$ cat src/rtl/native_out_port.sv
// Video timing generator and FWFT pixel output stage for a native video sink.
// Optional: NATIVE_OUT_UNDERFLOW_CNT_EN adds a saturating underflow_cnt output.
module native_out_port #(
  parameter int   DSIZE    = 24,
  parameter logic SYNC_POL = 1'b1
) (
  input  logic             clock,
  input  logic             rst,
  input  logic             enable,
  input  logic [15:0]      hactive,
  input  logic [15:0]      hfp,
  input  logic [15:0]      hsync_w,
  input  logic [15:0]      hbp,
  input  logic [15:0]      vactive,
  input  logic [15:0]      vfp,
  input  logic [15:0]      vsync_w,
  input  logic [15:0]      vbp,
  input  logic [DSIZE-1:0] idata,
  input  logic             idata_vld,
  output logic             idata_rd,
  output logic             falign,
  output logic             underflow,
`ifdef NATIVE_OUT_UNDERFLOW_CNT_EN
  output logic [15:0]      underflow_cnt,
`endif
  output logic             vsync,
  output logic             hsync,
  output logic             de,
  output logic [DSIZE-1:0] odata
);

  typedef enum logic {IDLE, RUN} state_t;

  state_t state;
  state_t state_nx;
  logic   load;

  logic [15:0] s_hact;
  logic [15:0] s_hfp;
  logic [15:0] s_hsw;
  logic [15:0] s_hbp;
  logic [15:0] s_vact;
  logic [15:0] s_vfp;
  logic [15:0] s_vsw;
  logic [15:0] s_vbp;

  logic [16:0] hcnt;
  logic [16:0] vcnt;

  logic [16:0] in_htot;
  logic [16:0] in_vtot;
  logic        in_ok;
  logic [16:0] htot;
  logic [16:0] vtot;
  logic        h_last;
  logic        v_last;
  logic        f_last;
  logic        f_first;
  logic        run;

  logic [17:0] h_a0;
  logic [17:0] h_a1;
  logic [17:0] v_a0;
  logic [17:0] v_a1;
  logic        hs_i;
  logic        vs_i;
  logic        de_i;
  logic        uf_set;

  assign in_htot = {1'b0, hsync_w} + {1'b0, hbp}
                 + {1'b0, hactive} + {1'b0, hfp};
  assign in_vtot = {1'b0, vsync_w} + {1'b0, vbp}
                 + {1'b0, vactive} + {1'b0, vfp};
  assign in_ok   = (in_htot >= 17'd2) && (in_vtot >= 17'd1);

  assign htot = {1'b0, s_hsw} + {1'b0, s_hbp}
              + {1'b0, s_hact} + {1'b0, s_hfp};
  assign vtot = {1'b0, s_vsw} + {1'b0, s_vbp}
              + {1'b0, s_vact} + {1'b0, s_vfp};

  assign run     = (state == RUN);
  assign h_last  = (hcnt == htot - 17'd1);
  assign v_last  = (vcnt == vtot - 17'd1);
  assign f_last  = h_last && v_last;
  assign f_first = run && (hcnt == '0) && (vcnt == '0);

  // Active-window bounds are one bit wider so the sums cannot wrap.
  assign h_a0 = {2'b0, s_hsw} + {2'b0, s_hbp};
  assign h_a1 = h_a0 + {2'b0, s_hact};
  assign v_a0 = {2'b0, s_vsw} + {2'b0, s_vbp};
  assign v_a1 = v_a0 + {2'b0, s_vact};

  assign hs_i = hcnt < {1'b0, s_hsw};
  assign vs_i = vcnt < {1'b0, s_vsw};
  assign de_i = ({1'b0, hcnt} >= h_a0) && ({1'b0, hcnt} < h_a1)
             && ({1'b0, vcnt} >= v_a0) && ({1'b0, vcnt} < v_a1);

  // Pops track the counters directly so the FIFO head lines up with odata.
  assign idata_rd = de_i && run;
  assign uf_set   = run && de_i && !idata_vld;

  // State register.
  always_ff @(posedge clock) begin
    if (rst) state <= IDLE;
    else     state <= state_nx;
  end

  // Start, stop and timing re-latch only at frame boundaries.
  always_comb begin
    state_nx = state;
    load     = 1'b0;
    unique case (state)
      IDLE: begin
        if (enable && in_ok) begin
          state_nx = RUN;
          load     = 1'b1;
        end
      end
      RUN: begin
        if (f_last) begin
          if (enable && in_ok) load     = 1'b1;
          else                 state_nx = IDLE;
        end
      end
      default: state_nx = IDLE;
    endcase
  end

  // Shadow timing registers, updated only when a new frame starts.
  always_ff @(posedge clock) begin
    if (rst) begin
      s_hact <= '0;
      s_hfp  <= '0;
      s_hsw  <= '0;
      s_hbp  <= '0;
      s_vact <= '0;
      s_vfp  <= '0;
      s_vsw  <= '0;
      s_vbp  <= '0;
    end else if (load) begin
      s_hact <= hactive;
      s_hfp  <= hfp;
      s_hsw  <= hsync_w;
      s_hbp  <= hbp;
      s_vact <= vactive;
      s_vfp  <= vfp;
      s_vsw  <= vsync_w;
      s_vbp  <= vbp;
    end
  end

  // Raster counters; held at zero whenever a frame is not in progress.
  always_ff @(posedge clock) begin
    if (rst || load || !run) begin
      hcnt <= '0;
      vcnt <= '0;
    end else if (h_last) begin
      hcnt <= '0;
      vcnt <= v_last ? '0 : vcnt + 17'd1;
    end else begin
      hcnt <= hcnt + 17'd1;
    end
  end

  // Registered video outputs, one clock behind the counters.
  always_ff @(posedge clock) begin
    if (rst) begin
      vsync     <= ~SYNC_POL;
      hsync     <= ~SYNC_POL;
      de        <= 1'b0;
      odata     <= '0;
      falign    <= 1'b0;
      underflow <= 1'b0;
    end else begin
      vsync     <= (run && vs_i) ? SYNC_POL : ~SYNC_POL;
      hsync     <= (run && hs_i) ? SYNC_POL : ~SYNC_POL;
      de        <= run && de_i;
      odata     <= (run && de_i && idata_vld) ? idata : '0;
      falign    <= f_first;
      underflow <= uf_set || (underflow && !f_first);
    end
  end

`ifdef NATIVE_OUT_UNDERFLOW_CNT_EN
  // Saturating count of starved pixels; only reset clears it.
  always_ff @(posedge clock) begin
    if (rst)
      underflow_cnt <= '0;
    else if (uf_set && underflow_cnt != 16'hFFFF)
      underflow_cnt <= underflow_cnt + 16'd1;
  end
`endif

endmodule

$ cat config.mk
export PLATFORM = sky130hd
export DESIGN_NAME = native_out_port
export DESIGN_NICKNAME = d
export VERILOG_FILES = /design/src/rtl/native_out_port.sv
export SDC_FILE = /design/constraint.sdc
export NUM_CORES = 1
export LEC_CHECK = 0
export ABC_CLOCK_PERIOD_IN_PS = 11500
export BUFFER_PORTS_ARGS = -buffer_cell sky130_fd_sc_hd__buf_2
export CAP_MARGIN = 5
export CORE_MARGIN = 5
export CORE_UTILIZATION = 40
export DETAILED_ROUTE_END_ITERATION = 12
export GPL_ROUTABILITY_DRIVEN = 0
export HOLD_SLACK_MARGIN = 0.12
export PLACE_DENSITY = 0.56
export SKIP_LAST_GASP = 1
export SYNTH_ARGS = -nofsm -noshare
export SYNTH_HDL_FRONTEND = slang
export SYNTH_SLANG_ARGS = --single-unit
$ cat constraint.sdc
create_clock -name clock -period 11.5 [get_ports clock]
set_input_delay 0.575 -clock clock [delete_from_list [all_inputs] [get_ports clock]]
set_output_delay 0.575 -clock clock [all_outputs]
set_load 0.01 [all_outputs]
Word-level counts from Yosys, hierarchy flattened

Index checks and enable logic that the tools add are counted.

Add/sub/neg operators: 20
Magnitude comparators: 8
Equal/unequal tests: 2
Mux-type cells: 8
Bitwise operators: 2
Reductions and logical operators: 24

Operators by type and width:

| kind                    | count |
|---|---|
| $add A17 B16 Y17        | 8 |
| $add A16 B16 Y17        | 6 |
| $add A17 B16 Y18        | 2 |
| $lt A17 B18 Y1          | 2 |
| $add A17 B1 Y17 const B | 2 |
| $eq A17 B17 Y1          | 2 |
| $ge A17 B17 Y1          | 2 |
| $logic_not A17 Y1       | 2 |
| $lt A17 B16 Y1          | 2 |
| $sub A17 B1 Y17 const B | 2 |
| $ge A17 B1 Y1 const B   | 1 |
| $ge A17 B2 Y1 const B   | 1 |
| $mux W17                | 1 |
| $logic_and A1 B1 Y1     | 14 |
| $mux W1                 | 5 |
| $pmux W1 S2             | 2 |
| $reduce_or A2 Y1        | 2 |
| $logic_not A1 Y1        | 3 |
| $logic_or A1 B1 Y1      | 3 |
| $not A1 Y1              | 2 |

Register bits after elaboration: 192
Input port bits: 156
Output and inout bits: 30
Logic and storage cells: 81

Depth between registers and ports, before layout

Gate-level depths: netlist (run 1).

Depth after elaboration: 12
Depth in mapped cells: 28
Mapped depth without buffers: 27

Worst setup path before layout (run 1)

No wires, ideal clock.

Path kind: register -> output
Start point: register s_hsw[0]
End point: output port idata_rd
Arrival time: 5.011 ns
Required time: 10.925 ns
Slack: 5.914 ns
Cell stages (with the launch flop): 28
Path buffers: 0
Path through: dfxtp_1 ha_1 inv_1 fa_1 nor2b_1 o21ai_0 a21boi_0 o21ai_0 o21ai_0 a21oi_1 xnor2_1 ha_1 a21oi_1 o21ai_0 a31oi_1 o21ai_0 o31ai_1 o21bai_1 a21oi_1 xor2_1 ha_1 a2111oi_0 nand2_1 a2111oi_0 nand3_1 o211ai_1 nand2_1 nor2_1

Longest elaborated chain between the ends: 7
Elaborated cells between the ends (all ways): 8
Classes of those cells: 2 x add/sub; 2 x order compare; 4 x reduce/logical

Ends and longest elaborated chain:

| element                              | line | RTL |
|---|---|---|
| from (decl)                          | 40   | `logic [15:0] s_hsw;` |
| from (signal assigned)               | 143  | `s_hsw <= hsync_w;` |
| $add A16 B16 Y17 (*)                 | 88   | `assign h_a0 = {2'b0, s_hsw} + {2'b0, s_hbp};` |
| $add A17 B16 Y18                     | 89   | `assign h_a1 = h_a0 + {2'b0, s_hact};` |
| $lt A17 B18 Y1                       | 95   | `assign de_i = ({1'b0, hcnt} >= h_a0) && ({1'b0, hcnt} < h_a1)` |
| $logic_and A1 B1 Y1 (*)              | 95   |  |
| $logic_and A1 B1 Y1 (*) (2 in a row) | 96   | `&& ({1'b0, vcnt} >= v_a0) && ({1'b0, vcnt} < v_a1);` |
| $logic_and A1 B1 Y1 (*)              | 99   | `assign idata_rd = de_i && run;` |
| to (decl)                            | 20   | `output logic idata_rd,` |

Mark *: on every way between the ends. The rest lies on a longest branch, timed or not.

Final worst setup path (run 1)

Same ends and word-level chain as after synthesis.

==> impl_metrics.ini, run 1 <==
[timing]
fin_crit_ns = 7.336
tns_ns = 0
worst_pin_slew_ns = 1.209
slew_viol_final = 0
hold_viol = 0
setup_violations = 0
timing.final.crit_share_pct = 63.79
rsz0062_at_grt = false
fmax_mhz = 136.3
slew_headroom_pct = 19.41
skew_ns = 0.01664

[layout]
drive_gt1_share_pct = 9.513
fillers = 5250
fin_util_pct = 44.32
syn_to_final_growth_pct = 9.748
nNetsFinal = 3208
stdcell_count = 3352

[clocking]
h-tree-depth = 4
cts_setup_buffers = 0
clk_pin_slew_ns = 0.08
cts_buffers = 17
ctsHoldBuffers = 0
clockRootBuffer = clkbuf_16
clock_latency_ns = 0.48
clockBufferDepth = 2
cts_resized = 0
cts_tree = built
numClockSinks = 192

[setup_path]
required_ns = 10.93
slowest_delay_ns = 0.55
path_class = reg -> out
cpMaxStageDelayCell = a21boi_0
cp_data_arrival_time_ns = 6.76
cp_max_fo = 4
start_kind = flop
critPathMostFrequentCell = o21ai_0
end_kind = primary output

[synthesis]
syn-num-nets = 3066
synthDominantCellAreaShare_pct = 18.55
avgSynthCellArea_sq_um = 8.237
ys_top_cells_by_count = 428 x inv_1, 357 x nand2_1, 265 x ha_1
syn_area_sq_um = 20720
syn_inst = 2515
ys_seq_area_share_pct = 18.55
synthDistinctLibCells = 80
synth_seq_cells = 192
yosys-top-cells-area = dfxtp_1 19%, ha_1 16%, fa_1 13%
ys.flop_type = dfxtp_1
synth.most_common_cell = inv_1
yosysWarningCount = 0
async_flop_share_pct = 0
synth_largest_area_cell = dfxtp_1
synth_edf_count = 0

[detailed_routing]
drt-wirelength-per-cell_microns = 17.46
remaining_drc_errors = 0
drtIter0Drc = 1174
wl_microns = 58520
routed-via-count = 17541
drt_pre_antenna_iters = 6
postRouteAntennaNets = 0
viasPerCell = 5.233

[grt]
grt_pass1_vias = 17397
grt_pass1_wl_microns = 93080
grt_antenna_before_repair = 3
grt_start_max_net_pins = 156
overflow = 0
gr-usage-all-layers_pct = 20.54

[pwr]
ir_drop_mv = 0.1060
powerDensity_nw_per_um2 = 139.8
p_leak_nw = 11.10
power_w = 0.003178

[floorplanning]
ios = 186
core_sq_um = 51300
die_x_microns = 237.6
num_rows = 83
chipHeight_microns = 237.6
die_area_sq_um = 56440
start_util_pct = 40.38

[placement]
dp.cells = 3318
placement.io_buffers = 185
dp_hpwl_microns = 49580

[worst_hold_path]
hp-class = in -> reg

[flow_run]
drv_cap = 0

[outcome]
status = completed
[per-layer routing]
metal | GRT usage (%) | part of all wire (%) | vias to the layer above
met2 | 30.46 | 42 | 436
met1 | 30.01 | 49 | 8324
met4 | 5.090 | 1.9 | 0
met3 | 5.117 | 6.9 | 59
met5 | 0 | 0 | -
li1 | - | - | 8722
[state kept, by name, indices dropped and copies added (netlist names)]
| signal | flops |
|---|---|
| odata | 24 |
| hcnt | 17 |
| vcnt | 17 |
| s_hact | 16 |
| s_hbp | 16 |
| s_hfp | 16 |
| s_hsw | 16 |
| s_vact | 16 |
| s_vbp | 16 |
| s_vfp | 16 |
| s_vsw | 16 |
| de | 1 |
| falign | 1 |
| hsync | 1 |
| run | 1 |
| underflow | 1 |
| vsync | 1 |
[per-stage QoR]
| step | setup WS, ns | hold WS [ns] | instance area (sq um) |
|---|---|---|---|
| 2_1_floorplan | 5.914 | 0.4347 | 20720 |
| 3_3_place_gp | 4.766 | 0.4464 | 22080 |
| 3_5_place_dp | 4.562 | 0.4476 | 22080 |
| 4_1_cts | 4.181 | 0.2835 | 22730 |
| 5_1_grt | 3.525 | 0.3115 | 22740 |
| 6_report | 4.164 | 0.3128 | 22740 |
[layout by cell type, fill, tap and decap left out, types with 9 or more instances in the layout]
master	count
o21ai_0	78
nand4_1	19
nand2b_1	32
xnor2_1	76
nand3_1	46
xor2_1	57
a21o_1	60
nor2_1	107
or3_1	13
mux2i_1	133
nor3_1	33
or4_1	18
ha_1	265
nor2b_1	18
o21bai_1	15
nand2_1	357
clkbuf_16	17
fa_1	130
inv_1	428
o211ai_1	11
a21oi_1	104
and3_1	24
o21a_1	19
a211o_1	9
o31ai_1	22
a2111oi_0	12
a211oi_1	19
a31oi_1	14
buf_2	185
and2_1	11
nor4_1	15
dfxtp_1	192
[logic make-up after synthesis]
family	count (synthesis)	synth area share, %
and+or+nand+nor	728	16.33
muxes	135	6.535
AOI/OAI and AO/OA	436	14.33
DFF	192	18.55
buffers and inverters	496	10.06
adders and majority gates	395	28.57
xor gates and xnor gates	133	5.623
[power by group]
part           switching [W]  internal, W  leakage (nW)
sequential         0.0000336     0.000694          1.57
clock               0.000297     0.000372         0.321
combinational        0.00103     0.000751          9.21
total                0.00136      0.00182          11.1
[worst paths after layout]
| path | start | end | slack, ns | depth (start not counted) |
|---|---|---|---|---|
| setup / recovery | s_hsw[0]$_SDFFE_PP0P_ | idata_rd | 4.16 | 28 |
| hold / removal | idata[23] | odata[23]$_SDFF_PP0_ | 0.31 | 3 |
| setup reg to reg | s_hsw[0]$_SDFFE_PP0P_ | odata[22]$_SDFF_PP0_ | 4.48 | 27 |
| hold reg to reg | s_vfp[12]$_SDFFE_PP0P_ | s_vfp[12]$_SDFFE_PP0P_ | 0.46 | 2 |
[worst max-delay path, delay by kind of cell (launching register included)]
family                     cells  cell delay (ns)
AOI/OAI and AO/OA             15             3.38
xor gates and xnor gates       2             0.46
adders and majority gates      4             1.19
buffers and inverters          2             0.25
DFF                            1             0.40
and+or+nand+nor                5             0.59
[cell type report]
type	instances	area, sq um	share of cell area [%]
inverters	429	1618	7.116
clock buffers	17	425.4	1.871
well taps	680	850.8	3.742
clock inverters	15	221.5	0.9741
multi-input cells	1827	14810	65.13
flip-flops and latches	192	3844	16.91
repair buffers	190	963.4	4.238
diodes	2	5.005	0.02201
Note: power is estimated with default switching activity, not from simulation.
==> inputs of run 2 (changes only) <==
--- a/config.mk
+++ b/config.mk
@@ -5,7 +5,8 @@
 export SDC_FILE = /design/constraint.sdc
 export NUM_CORES = 1
 export LEC_CHECK = 0
-export ABC_CLOCK_PERIOD_IN_PS = 11500
+export ABC_AREA = 1
+export ABC_CLOCK_PERIOD_IN_PS = 6500
 export BUFFER_PORTS_ARGS = -buffer_cell sky130_fd_sc_hd__buf_2
 export CAP_MARGIN = 5
 export CORE_MARGIN = 5
@@ -13,7 +14,7 @@
 export DETAILED_ROUTE_END_ITERATION = 12
 export GPL_ROUTABILITY_DRIVEN = 0
 export HOLD_SLACK_MARGIN = 0.12
-export PLACE_DENSITY = 0.56
+export PLACE_DENSITY = 0.58
 export SKIP_LAST_GASP = 1
 export SYNTH_ARGS = -nofsm -noshare
 export SYNTH_HDL_FRONTEND = slang
==> constraint.sdc (replaced) <==
create_clock -name clock -period 6.5 [get_ports clock]
set_input_delay 0.325 -clock clock [delete_from_list [all_inputs] [get_ports clock]]
set_output_delay 0.325 -clock clock [all_outputs]
set_load 0.01 [all_outputs]
==> run 2 against run 1 <==
Against the previous run:
- sequential power grew 80%
- clock power is 63% higher
- combinational power up 120%
- cell area rose by 5.1%
- via count increased by 9.9%
- global-route usage fell by 0.52 points
- largest cell class unchanged
- register-to-register slack worse by 3.7 ns
- core utilization up 0.16 points
- critical path depth unchanged
- synthesized cell count increased by 27%
- die area up 4.4%
- clock skew is 0.0074 ns higher
==> impl_metrics.ini, run 2 <==
[layout]
top_register = odata
drive_gt1_share_pct = 7.556
stdcell_count = 4072
largest_register_ffs = 24
nNetsFinal = 3913
top_regs = odata: 24 flops, hcnt: 17 flops, vcnt: 17 flops
layout_common_cells = 682 x inv_1, 642 x nand2_1, 433 x nor2_1
fillers = 5780
syn_to_final_growth_pct = 10.23
fin_util_pct = 44.47
final_common_cell = inv_1

[setup_path]
path_class = reg -> out
reg2reg_depth = 27
reg2reg_from = s_hsw[0]$_SDFFE_PP0P_
critPathMostFrequentCell = nand2_1
cp_data_arrival_time_ns = 5.61
slowest_delay_ns = 0.40
cpMaxStageDelayCell = fa_1
start_kind = flop
cp_max_fo = 4
crit_path_start = s_hsw[0]$_SDFFE_PP0P_
end_kind = primary output
crit_end = idata_rd
required_ns = 6.17
rr_endpoint = odata[10]$_SDFF_PP0_
r2r_slack_ns = 0.80

[detailed_routing]
drt-wirelength-per-cell_microns = 14.48
postRouteAntennaNets = 0
remaining_drc_errors = 0
drtIter0Drc = 944
drt_pre_antenna_iters = 6
wl_microns = 58940
routed-via-count = 19283
viasPerCell = 4.736

[timing]
hold_slack_ns = 0.1957
slew_headroom_pct = 43.12
fmax_mhz = 168.5
tns_ns = 0
slew_viol_final = 0
timing.final.crit_share_pct = 91.33
rsz0062_at_grt = false
hold_viol = 0
fin_crit_ns = 5.936
setup_violations = 0
skew_ns = 0.02400
worst_pin_slew_ns = 0.8454

[synthesis]
synth-adder-area-share_pct = 27.31
syn-num-nets = 3747
synthDistinctLibCells = 53
syn_inst = 3196
avgSynthCellArea_sq_um = 6.780
yosysWarningCount = 0
synth_largest_area_cell = dfxtp_1
ys.flop_type = dfxtp_1
synth_compound_area_share_pct = 6.646
synth-simple-area-share_pct = 28.63
muxShareOfSynthArea_pct = 0
async_flop_share_pct = 0
syn_area_sq_um = 21670
synth_top_family_by_area = simple AND/OR/NAND/NOR gates
synth_seq_cells = 192
synth.most_common_cell = inv_1
ys_seq_area_share_pct = 17.74
synth-xor-area-share_pct = 5.214
synth_edf_count = 0
yosys-top-cells-area = dfxtp_1 18%, ha_1 15%, fa_1 12%
synthDominantCellAreaShare_pct = 17.74
ys_top_cells_by_count = 683 x inv_1, 642 x nand2_1, 433 x nor2_1

[placement]
placement.io_buffers = 185
dp_hpwl_microns = 49590
dp.cells = 4012

[grt]
gr-usage-all-layers_pct = 20.02
grt_start_max_net_pins = 113
grt_antenna_before_repair = 2
grt_pass1_vias = 18979
overflow = 0
grt_pass1_wl_microns = 95680

[floorplanning]
num_rows = 85
start_util_pct = 40.34
core_sq_um = 53710
die_x_microns = 242.7
chipHeight_microns = 242.7
ios = 186
die_area_sq_um = 58930

[clocking]
numClockSinks = 192
clk_pin_slew_ns = 0.07
h-tree-depth = 4
cts_buffers = 17
clock_latency_ns = 0.49
clockRootBuffer = clkbuf_16
cts_tree = built
clockBufferDepth = 2
cts_resized = 0

[pwr]
p_leak_nw = 13.00
power_w = 0.006317
ir_drop_mv = 0.2050
powerDensity_nw_per_um2 = 264.5

[outcome]
status = completed

[worst_hold_path]
hp-class = in -> reg

[flow_run]
drv_cap = 0
[run 2: kinds of logic (layout without fill, tap and decap cells)]
group	after synthesis	after routing
other	0	1
xor gates and xnor gates	129	129
and+or+nand+nor	1463	1464
adders and majority gates	395	395
buffers and inverters	762	940
DFF	192	192
AOI/OAI and AO/OA	255	255
[run 2: routing by layer]
metal  up-vias  GRT usage [%]  wire (microns)
met1      8641          23.05           24600
met4         2          6.442            1882
li1      10239              -               -
met2       299          37.70           30610
met3       102          3.267            1840
met5         -              0              13
[run 2: final cells by class]
class | count | area [sq um] | share of cell area [%]
diodes | 1 | 2.502 | 0.01048
clock buffers | 18 | 429.2 | 1.797
well taps | 696 | 870.8 | 3.646
multi-input cells | 2243 | 14700 | 61.56
repair buffers | 218 | 1276 | 5.343
flip-flops and latches | 192 | 3844 | 16.09
clock inverters | 14 | 165.2 | 0.6915
inverters | 690 | 2595 | 10.86
[run 2: repair_timing]
action / in CTS / in global routing
setup endpoints to repair: 0 / 7
buffers inserted: 0 / 0
hold buffers: 26 / 0
endpoints found under the hold margin: 27 / 0
[run 2: power breakdown]
part / internal [W] / switching (W) / total, W
Combinational: 0.00147 / 0.00245 / 0.00392
Sequential: 0.00124 / 0.0000700 / 0.00131
Clock: 0.000518 / 0.000567 / 0.00109
Total: 0.00323 / 0.00308 / 0.00632
[run 2: stage by stage]
stage               setup WS [ns]  area (sq um)
CTS                        0.5429         23880
global route              0.09431         23890
global placement           0.7323         23020
finish                     0.5636         23890
floorplan                   2.058         21670
detailed placement         0.5852         23020
[run 2: worst min-delay path by stage]
stage | cells after the start | endpoint | slack (ns) | startpoint
floorplan | 1 | de$_SDFF_PP0_ | 0.40 | rst
global placement | 1 | hcnt[0]$_SDFF_PP0_ | 0.46 | hcnt[0]$_SDFF_PP0_
detailed placement | 2 | s_hfp[1]$_SDFFE_PP0P_ | 0.47 | s_hfp[1]$_SDFFE_PP0P_
CTS | 5 | s_hfp[8]$_SDFFE_PP0P_ | 0.16 | hfp[8]
global route | 5 | s_vfp[1]$_SDFFE_PP0P_ | 0.20 | vfp[1]
finish | 5 | s_hbp[6]$_SDFFE_PP0P_ | 0.20 | hbp[6]
[run 2: worst max-delay path, delay by kind of cell (launching register included)]
kind	cells	cell delay [ns]
xor gates and xnor gates	2	0.31
AOI/OAI and AO/OA	7	1.76
adders and majority gates	4	1.20
buffers and inverters	4	0.36
and+or+nand+nor	11	1.13
DFF	1	0.38
